==> config.mk <==
export PLATFORM = sky130hd
export DESIGN_NAME = rr_ring_arbiter_flat
export DESIGN_NICKNAME = d
export VERILOG_FILES = /design/src/rtl/rr_ring_arbiter_pkg.sv /design/src/rtl/rr_ring_arbiter_if.sv /design/src/rtl/ring_priority_pick.sv /design/src/rtl/rr_ring_arbiter.sv /design/src/flat_wrapper.sv
export SDC_FILE = /design/constraint.sdc
export NUM_CORES = 1
export LEC_CHECK = 0
export BUFFER_PORTS_ARGS = -buffer_cell sky130_fd_sc_hd__buf_2
export CAP_MARGIN = 20
export CORE_MARGIN = 4
export CORE_UTILIZATION = 52
export DETAILED_ROUTE_END_ITERATION = 12
export GPL_TIMING_DRIVEN = 0
export PLACE_DENSITY = 0.79
export SKIP_LAST_GASP = 1
export SYNTH_ARGS = -nofsm -noshare
export SYNTH_HDL_FRONTEND = slang
export SYNTH_SLANG_ARGS = --single-unit
==> constraint.sdc <==
create_clock -name clk -period 2.6 [get_ports clk]
set_input_delay 0 -clock clk [delete_from_list [all_inputs] [get_ports clk]]
set_output_delay 0 -clock clk [all_outputs]
set_load 0.03 [all_outputs]
==> src/rtl/rr_ring_arbiter_pkg.sv <==
// Shared types and helpers for the round-robin ring arbiter.
// Covers the FSM state type, the pointer reset value and one-hot decoding.
package rr_arb_pkg;

  typedef enum logic {
    IDLE,
    OWNED
  } state_t;

  // Widest requester vector the helpers below can handle.
  localparam int unsigned MAX_N = 32;

  // After reset, priority starts at requester 0.
  localparam logic [MAX_N-1:0] PTR_RST = {{(MAX_N-1){1'b0}}, 1'b1};

  // OR-reduction decoder; assumes a one-hot or all-zero input.
  function automatic logic [4:0] onehot_to_idx(input logic [MAX_N-1:0] oh);
    logic [4:0] idx;
    idx = '0;
    for (int i = 0; i < MAX_N; i++) begin
      if (oh[i]) idx = idx | 5'(i);
    end
    return idx;
  endfunction

endpackage

==> src/rtl/rr_ring_arbiter_if.sv <==
// Request/grant bundle between the request sources and the arbiter.
// The master modport is the requester side; the slave modport is the arbiter side.
interface rr_ring_arbiter_if #(
  parameter int N = 4
);
  localparam int IDW = $clog2(N);

  logic [N-1:0]   req;
  logic [N-1:0]   grant;
  logic [IDW-1:0] grant_id;
  logic           busy;
  logic [N-1:0]   ptr;

  modport master (output req, input grant, grant_id, busy, ptr);
  modport slave  (input req, output grant, grant_id, busy, ptr);
endinterface

==> src/rtl/ring_priority_pick.sv <==
// Combinational circular priority pick: the first set req bit at or above the
// one-hot start position wins, wrapping from N-1 back to 0.
module ring_priority_pick #(
  parameter int N = 4
) (
  input  logic [N-1:0] req,
  input  logic [N-1:0] start,
  output logic [N-1:0] winner,
  output logic         found
);
  localparam logic [N-1:0]   ONE  = {{(N-1){1'b0}}, 1'b1};
  localparam logic [2*N-1:0] ONE2 = {{(2*N-1){1'b0}}, 1'b1};

  logic [2*N-1:0] dbl;
  logic [2*N-1:0] lowest;

  // Lower copy keeps only bits at or above start; the upper copy supplies the wrap.
  assign dbl    = {req, req & ~(start - ONE)};
  assign lowest = dbl & (~dbl + ONE2);
  assign winner = lowest[N-1:0] | lowest[2*N-1:N];
  assign found  = |req;

endmodule

==> src/rtl/rr_ring_arbiter.sv <==
// Round-robin arbiter with a one-hot ring pointer and a bounded hold time.
// Grants are registered; a release hands over to the next winner with no idle gap.
module rr_ring_arbiter
  import rr_arb_pkg::*;
#(
  parameter int N        = 4,
  parameter int MAX_HOLD = 8
) (
  input logic               clk,
  input logic               rst,
  rr_ring_arbiter_if.slave  bus
);
  localparam int IDW = $clog2(N);
  localparam int HW  = $clog2(MAX_HOLD + 1);

  state_t         state;
  logic [HW-1:0]  hold_cnt;
  logic [N-1:0]   grant_q;
  logic [IDW-1:0] id_q;
  logic           busy_q;
  logic [N-1:0]   ptr_q;

  logic [N-1:0]   owner_next;
  logic [N-1:0]   start;
  logic [N-1:0]   winner;
  logic [IDW-1:0] win_id;
  logic           found;
  logic           rel;

  // NOTE: every signal gets a value on every path through this block, so no latch is inferred.
  always_comb begin
    owner_next = {grant_q[N-2:0], grant_q[N-1]};
    start      = (state == OWNED) ? owner_next : ptr_q;
    rel        = (state == OWNED) &&
                 (!(|(bus.req & grant_q)) || (hold_cnt == HW'(MAX_HOLD)));
    win_id     = IDW'(onehot_to_idx(MAX_N'(winner)));
  end

  ring_priority_pick #(.N(N)) u_pick (
    .req    (bus.req),
    .start  (start),
    .winner (winner),
    .found  (found)
  );

  // NOTE: non-blocking assignments throughout, so each register updates from pre-edge values.
  always_ff @(posedge clk) begin
    if (!rst) begin
      state    <= IDLE;
      hold_cnt <= '0;
      grant_q  <= '0;
      id_q     <= '0;
      busy_q   <= 1'b0;
      ptr_q    <= PTR_RST[N-1:0];
    end else begin
      case (state)
        IDLE: begin
          if (found) begin
            state    <= OWNED;
            hold_cnt <= HW'(1);
            grant_q  <= winner;
            id_q     <= win_id;
            busy_q   <= 1'b1;
          end
        end
        OWNED: begin
          if (rel) begin
            ptr_q <= owner_next;
            if (found) begin
              hold_cnt <= HW'(1);
              grant_q  <= winner;
              id_q     <= win_id;
            end else begin
              state    <= IDLE;
              hold_cnt <= '0;
              grant_q  <= '0;
              id_q     <= '0;
              busy_q   <= 1'b0;
            end
          end else begin
            hold_cnt <= hold_cnt + HW'(1);
          end
        end
        default: state <= IDLE;
      endcase
    end
  end

  assign bus.grant    = grant_q;
  assign bus.grant_id = id_q;
  assign bus.busy     = busy_q;
  assign bus.ptr      = ptr_q;

endmodule

==> src/flat_wrapper.sv <==
// flat-port wrapper written by rule: the top's interface ports become plain ports
module rr_ring_arbiter_flat import rr_arb_pkg::*;
#(
  parameter int N        = 4,
  parameter int MAX_HOLD = 8
)
  (clk, rst, bus_req, bus_grant, bus_grant_id, bus_busy, bus_ptr);
  rr_ring_arbiter_if #(.N(N)) bus_i ();
  input logic clk;
  input logic rst;
  input wire logic [$bits(bus_i.req)-1:0] bus_req;
  output wire logic [$bits(bus_i.grant)-1:0] bus_grant;
  output wire logic [$bits(bus_i.grant_id)-1:0] bus_grant_id;
  output wire logic [$bits(bus_i.busy)-1:0] bus_busy;
  output wire logic [$bits(bus_i.ptr)-1:0] bus_ptr;
  assign bus_i.req = bus_req;
  assign bus_grant = bus_i.grant;
  assign bus_grant_id = bus_i.grant_id;
  assign bus_busy = bus_i.busy;
  assign bus_ptr = bus_i.ptr;
  rr_ring_arbiter #(.N(N), .MAX_HOLD(MAX_HOLD)) u_core (.clk(clk), .rst(rst), .bus(bus_i));
endmodule
; ---- Word-level counts from Yosys, hierarchy flattened
; Index checks and enable logic that the tools add are counted.
[classes]
add_sub_neg = 3
n_mul = 0
div = 0
order_cmp = 0
eq_ne = 4
shift = 0
mux = 23
bitwise = 7
n_reduce_logical = 8
[ops]
columns = cell, count
row1 = two-way mux 4 bit, 6
row2 = case mux 4 bit (2 select lines), 2
row3 = two-way mux 2 bit, 5
row4 = adder 8 x 1 -> 8 bit (second input constant), 1
row5 = AND 4 bit, 2
row6 = AND 8 bit, 1
row7 = inverter 8 bit, 1
row8 = OR reduction 4 bit, 2
row9 = two-way mux 1 bit, 7
row10 = adder 4 x 1 -> 4 bit (second input constant), 1
row11 = == test 4 bit (second input constant), 1
row12 = inequality test 2 bit (second input constant), 2
row13 = inverter 4 bit, 1
row14 = bitwise OR 4 bit, 1
row15 = case mux 1 bit (2 select lines), 2
row16 = case mux 2 bit (2 select lines), 1
row17 = AND reduction 2 bit, 2
row18 = subtractor 4 x 1 -> 4 bit (second input constant), 1
row19 = AND reduction 3 bit, 1
row20 = inequality test 2 x 1 -> 1 bit (second input constant), 1
row21 = logical AND 1 bit, 1
row22 = logical NOT 1 bit, 1
row23 = logical OR 1 bit, 1
row24 = inverter 1 bit, 1
[totals]
regBits = 16
latch_bits = 0
ram_bits = 0
mem_bits_ro = 0
mem_count = 0

; ---- Longest topological paths before layout
[depth]
depth_word = 14
depth_mapped = 10
ltp_nobuf = 9

; ---- By module
; A second synthesis with hierarchy kept.
[hier_totals]
hier_cells = 108
area_unflattened_um2 = 903.4
[by_module_without_submodules]
columns = module, instances, cells_each, area_each_um2
row1 = rr_ring_arbiter, 1, 85, 749.5
row2 = ring_priority_pick, 1, 23, 153.9

; ---- Worst setup path after synthesis
; Ideal clock, no wire load.
[synth_path]
kind = register to register
start = register u_core.grant_q[3], in the netlist u_core.bus.grant[3]
end = register u_core.id_q[0], in the netlist u_core.bus.grant_id[0]
setup_ps = 126
arrival_ps = 1762
t_required_ps = 2474
setup_slack_ps = 712
path_stages_with_launch = 10
path_buffers = 0
synth_period_minus_slack_ps = 1888
cell_sequence = dfxtp_1 > mux2_2 > inv_1 > ha_1 > nand2b_1 > mux2i_1 > a21oi_1 > a21boi_0 > a2bb2oi_1 > a31oi_1
[synth_via]
elab_chain_len = 14
elab_cells_between_ends = 22
classes_between = 2 x add/sub / 1 x eq/ne / 8 x mux / 6 x bitwise / 5 x reduce/logical
[synth_rtl]
columns = item, line_no
row1 = "start, declared", rr_ring_arbiter.sv:18  ; logic [N-1:0] grant_q;
row2 = "start signal, assigned", rr_ring_arbiter.sv:61  ; grant_q <= winner;
row3 = "start signal, assigned", rr_ring_arbiter.sv:71  ; grant_q <= winner;
row4 = two-way mux 4 bit, rr_ring_arbiter.sv:33  ; start = (state == OWNED) ? owner_next : ptr_q;
row5 = subtractor 4 x 1 -> 4 bit, ring_priority_pick.sv:18  ; assign dbl = {req, req & ~(start - ONE)};
row6 = inverter 4 bit, ring_priority_pick.sv:18
row7 = AND 4 bit, ring_priority_pick.sv:18
row8 = inverter 8 bit, ring_priority_pick.sv:19  ; assign lowest = dbl & (~dbl + ONE2);
row9 = adder 8 x 1 -> 8 bit, ring_priority_pick.sv:19
row10 = AND 8 bit, ring_priority_pick.sv:19
row11 = bitwise OR 4 bit, ring_priority_pick.sv:20  ; assign winner = lowest[N-1:0] | lowest[2*N-1:N];
row12 = two-way mux 1 bit, rr_ring_arbiter_pkg.sv:21  ; if (oh[i]) idx = idx | 5'(i);
row13 = two-way mux 2 bit (2 in a row), rr_ring_arbiter_pkg.sv:21
row14 = two-way mux 2 bit, rr_ring_arbiter.sv:69  ; if (found) begin
row15 = two-way mux 2 bit, rr_ring_arbiter.sv:67  ; if (rel) begin
row16 = case mux 2 bit (2 select lines), rr_ring_arbiter.sv:56  ; case (state)
row17 = "end signal, assigned", rr_ring_arbiter.sv:62  ; id_q <= win_id;
row18 = "end signal, assigned", rr_ring_arbiter.sv:72  ; id_q <= win_id;
row19 = "end, declared", rr_ring_arbiter.sv:19  ; logic [IDW-1:0] id_q;
; Parallel ways exist; a longest one is shown, timed or not. The select of a mux whose other input is x is not followed.
; A chain may end at the register's enable or synchronous reset.

; ---- Final worst setup path
[layout_path]
start = register u_core.state
end = register u_core.id_q[0], in the netlist u_core.bus.grant_id[0]
[layout_via]
elab_chain_len = 14
elab_cells_between_ends = 20
classes_between = 2 x add/sub / 2 x eq/ne / 8 x mux / 6 x bitwise / 2 x reduce/logical
[layout_rtl]
columns = item, line_no
row1 = "start, declared", rr_ring_arbiter.sv:16  ; state_t state;
row2 = "start signal, assigned", rr_ring_arbiter.sv:49  ; state <= IDLE;
row3 = "start signal, assigned", rr_ring_arbiter.sv:59  ; state <= OWNED;
row4 = "start signal, assigned", rr_ring_arbiter.sv:74  ; state <= IDLE;
row5 = two-way mux 4 bit, rr_ring_arbiter.sv:33
row6 = subtractor 4 x 1 -> 4 bit, ring_priority_pick.sv:18
row7 = inverter 4 bit, ring_priority_pick.sv:18
row8 = AND 4 bit, ring_priority_pick.sv:18
row9 = inverter 8 bit, ring_priority_pick.sv:19
row10 = adder 8 x 1 -> 8 bit, ring_priority_pick.sv:19
row11 = AND 8 bit, ring_priority_pick.sv:19
row12 = bitwise OR 4 bit, ring_priority_pick.sv:20
row13 = two-way mux 1 bit, rr_ring_arbiter_pkg.sv:21
row14 = two-way mux 2 bit (2 in a row), rr_ring_arbiter_pkg.sv:21
row15 = two-way mux 2 bit, rr_ring_arbiter.sv:69
row16 = two-way mux 2 bit, rr_ring_arbiter.sv:67
row17 = case mux 2 bit (2 select lines), rr_ring_arbiter.sv:56
; Parallel ways exist; a longest one is shown, timed or not. The select of a mux whose other input is x is not followed.

==> impl_metrics.yaml <==
global_routing:
  grt_start_max_net_pins: 11
  antenna_found_initial: 0
  grt_use_met3_pct: 3.36
  grt_use_total_pct: 16.9
  grt_pass1_wl_um: 3270
  busiest_layer: "met2"
  overflow: 0
  use_met2_pct: 24.6
  met1_usage_pct: 24.1
  grt_pass1_vias: 711
drt:
  drtIter0Drc: 24
  wl_per_cell_um: 13.9
  drc: 0
  drt_first_pass_iters: 4
  viasPerCell: 5.61
  finalWirelength_um: 1930
  antenna_left: 0
  vias: 780
pwr:
  ir_worst_vdd_uv: 455
  power_leakage_nw: 0.467
  power_density_nw_per_um2: 655
cells_and_area:
  final_util_pct: 65.6
  diodes: 0
  nets: 133
  layout-drive-gt1-share_pct: 22.8
  final_cell_area_um2: 1010
  syn_to_final_growth_pct: 16.9
worst_setup_path:
  endpoint_kind: "flop"
  start_kind: "flop"
  crit_required_ns: 2.83
  criticalPathCategory: "reg2reg"
  worstPathArrival_ns: 2.33
  worstPathMaxFanout: 10
sta:
  finalSetupViolCount: 0
  tightest_slew_ns: 0.448
  final.period_utilization_pct: 80.8
  slew_viol_final: 0
  tns_ns: 0
  hold_violations: 0
  period_needed_ns: 2.10
  skew_ns: 0.00407
  slew_headroom_pct: 70.1
  fmax_mhz: 476
  whs_ns: 0.0647
  rsz0062_at_grt: "false"
die:
  dieHeight_um: 48.8
  dieWidth_um: 48.8
  ioPinCount: 17
  rows: 14
  design.core.area_um2: 1540
  dieArea_um2: 2380
  initial_core_util_pct: 56.1
synthesis:
  syn_nets: 111
  synth_cell_type_count: 34
  syn_area_per_cell_um2: 8.48
  synth_top_flop_cell: "dfxtp_1"
  synth-seq-area-share_pct: 37.0
  syn-cell-area_um2: 865
  syn_inst: 102
  ys_ff_latch: 16
  synth_edf_count: 0
  ys_warn_count: 0
  async_flop_share_pct: 0
placed_design:
  place.gp.congestion: 0.805
  place.port_buffers: 16
  hpwlAfterDp_um: 1460
  place_area_um2: 965
clock_tree:
  htree_levels: 1
  clock_sinks: 16
  clkTransAtPathRegs_ns: 0.09
  cts_resized: 0
  cts_tree: "done"
  clockBufferDepth: 2
  clock_latency_ns: 0.29
  cts_buffers: 3
  post_cts_buffers: 0
  cts_root_buf: "clkbuf_4"
min_path:
  hp-class: "in2reg"
flow_run:
  cap_violations: 0
status:
  status: "completed"
[synthesized netlist by cell type (2+ instances only)]
master,count,share of area [%]
nand2b_1,2,1.4
ha_1,3,4.3
nor2_1,10,4.3
a21oi_1,11,6.4
a22oi_1,3,2.6
mux2i_1,8,9.3
nand2_1,15,6.5
inv_1,5,2.2
dfxtp_1,16,37
a31oi_1,2,1.4
o21ai_0,4,2.3
[cells by family after synthesis]
logic type | synth area share (%)
simple gates | 21.4
compound gates | 19.5
mux | 11.9
fa+ha+maj | 4.34
buf+inv | 3.91
xor+xnor | 1.88
flops | 37.0
[path summary, 6_finish.rpt]
check / start / to / slack (ns) / depth (start not counted)
max: u_core.state / u_core.bus.grant_id[0] / 0.50 / 10
min reg2reg: u_core.hold_cnt[3] / u_core.hold_cnt[3] / 0.49 / 2
min: bus_req[0] / u_core.bus.grant[0] / 0.06 / 3
max reg2reg: u_core.state / u_core.bus.grant_id[0] / 0.50 / 10
[placed cells by master, fill, tap and decap left out, types with 2 or more instances in the layout]
master	count
buf_2	16
dfxtp_1	16
nand2_1	15
a21oi_1	11
nor2_1	10
mux2i_1	8
inv_1	5
o21ai_0	4
a22oi_1	3
ha_1	3
clkbuf_4	3
nand2b_1	2
a31oi_1	2
[per-layer routing]
metal / share of wire (%) / up-vias
met5: 0 / -
met4: 1.3 / 0
met3: 4.1 / 4
met2: 45 / 17
met1: 50 / 355
li1: - / 404
[registers in the layout, summed over array words and instances (netlist names)]
signal,count
u_core.bus.grant,4
u_core.bus.busy,1
u_core.state,1
u_core.bus.grant_id,2
u_core.hold_cnt,4
u_core.bus.ptr,4
[where the power goes]
group,internal [mW],switching (mW)
registers,0.267,0.0231
clock network,0.0854,0.0785
logic,0.0817,0.126
total,0.434,0.228
[cell type report]
class / count / area, um^2
inverters: 5 / 18.8
flip-flops and latches: 16 / 320
fillers: 132 / 531
repair buffers: 17 / 90.1
well taps: 16 / 20.0
plain buffers: 2 / 15.0
clock buffers: 4 / 36.3
multi-input cells: 79 / 510
[critical path, cell delays in order, from the launching register on]
cell,delay [ns]
dfxtp_1,0.34
buf_6,0.14
mux2_2,0.38
inv_1,0.06
ha_1,0.14
nand2b_1,0.10
mux2i_1,0.08
a21oi_1,0.17
a21boi_0,0.29
a2bb2oi_1,0.16
a31oi_1,0.17
[repair_timing]
item,CTS,global route
hold buffers,1,0
setup endpoints to repair,0,0
hold endpoints to repair,2,0
[through the flow]
step	std cells	setup slack, ns	power, mW
final	139	0.498	0.662
after global routing	139	0.327	0.700
after CTS	139	0.512	0.664
after detailed placement	134	0.524	0.500
after global placement	134	0.578	0.494
after floorplan	102	0.712	0.445
No activity file was read; power rests on OpenSTA's default activity.
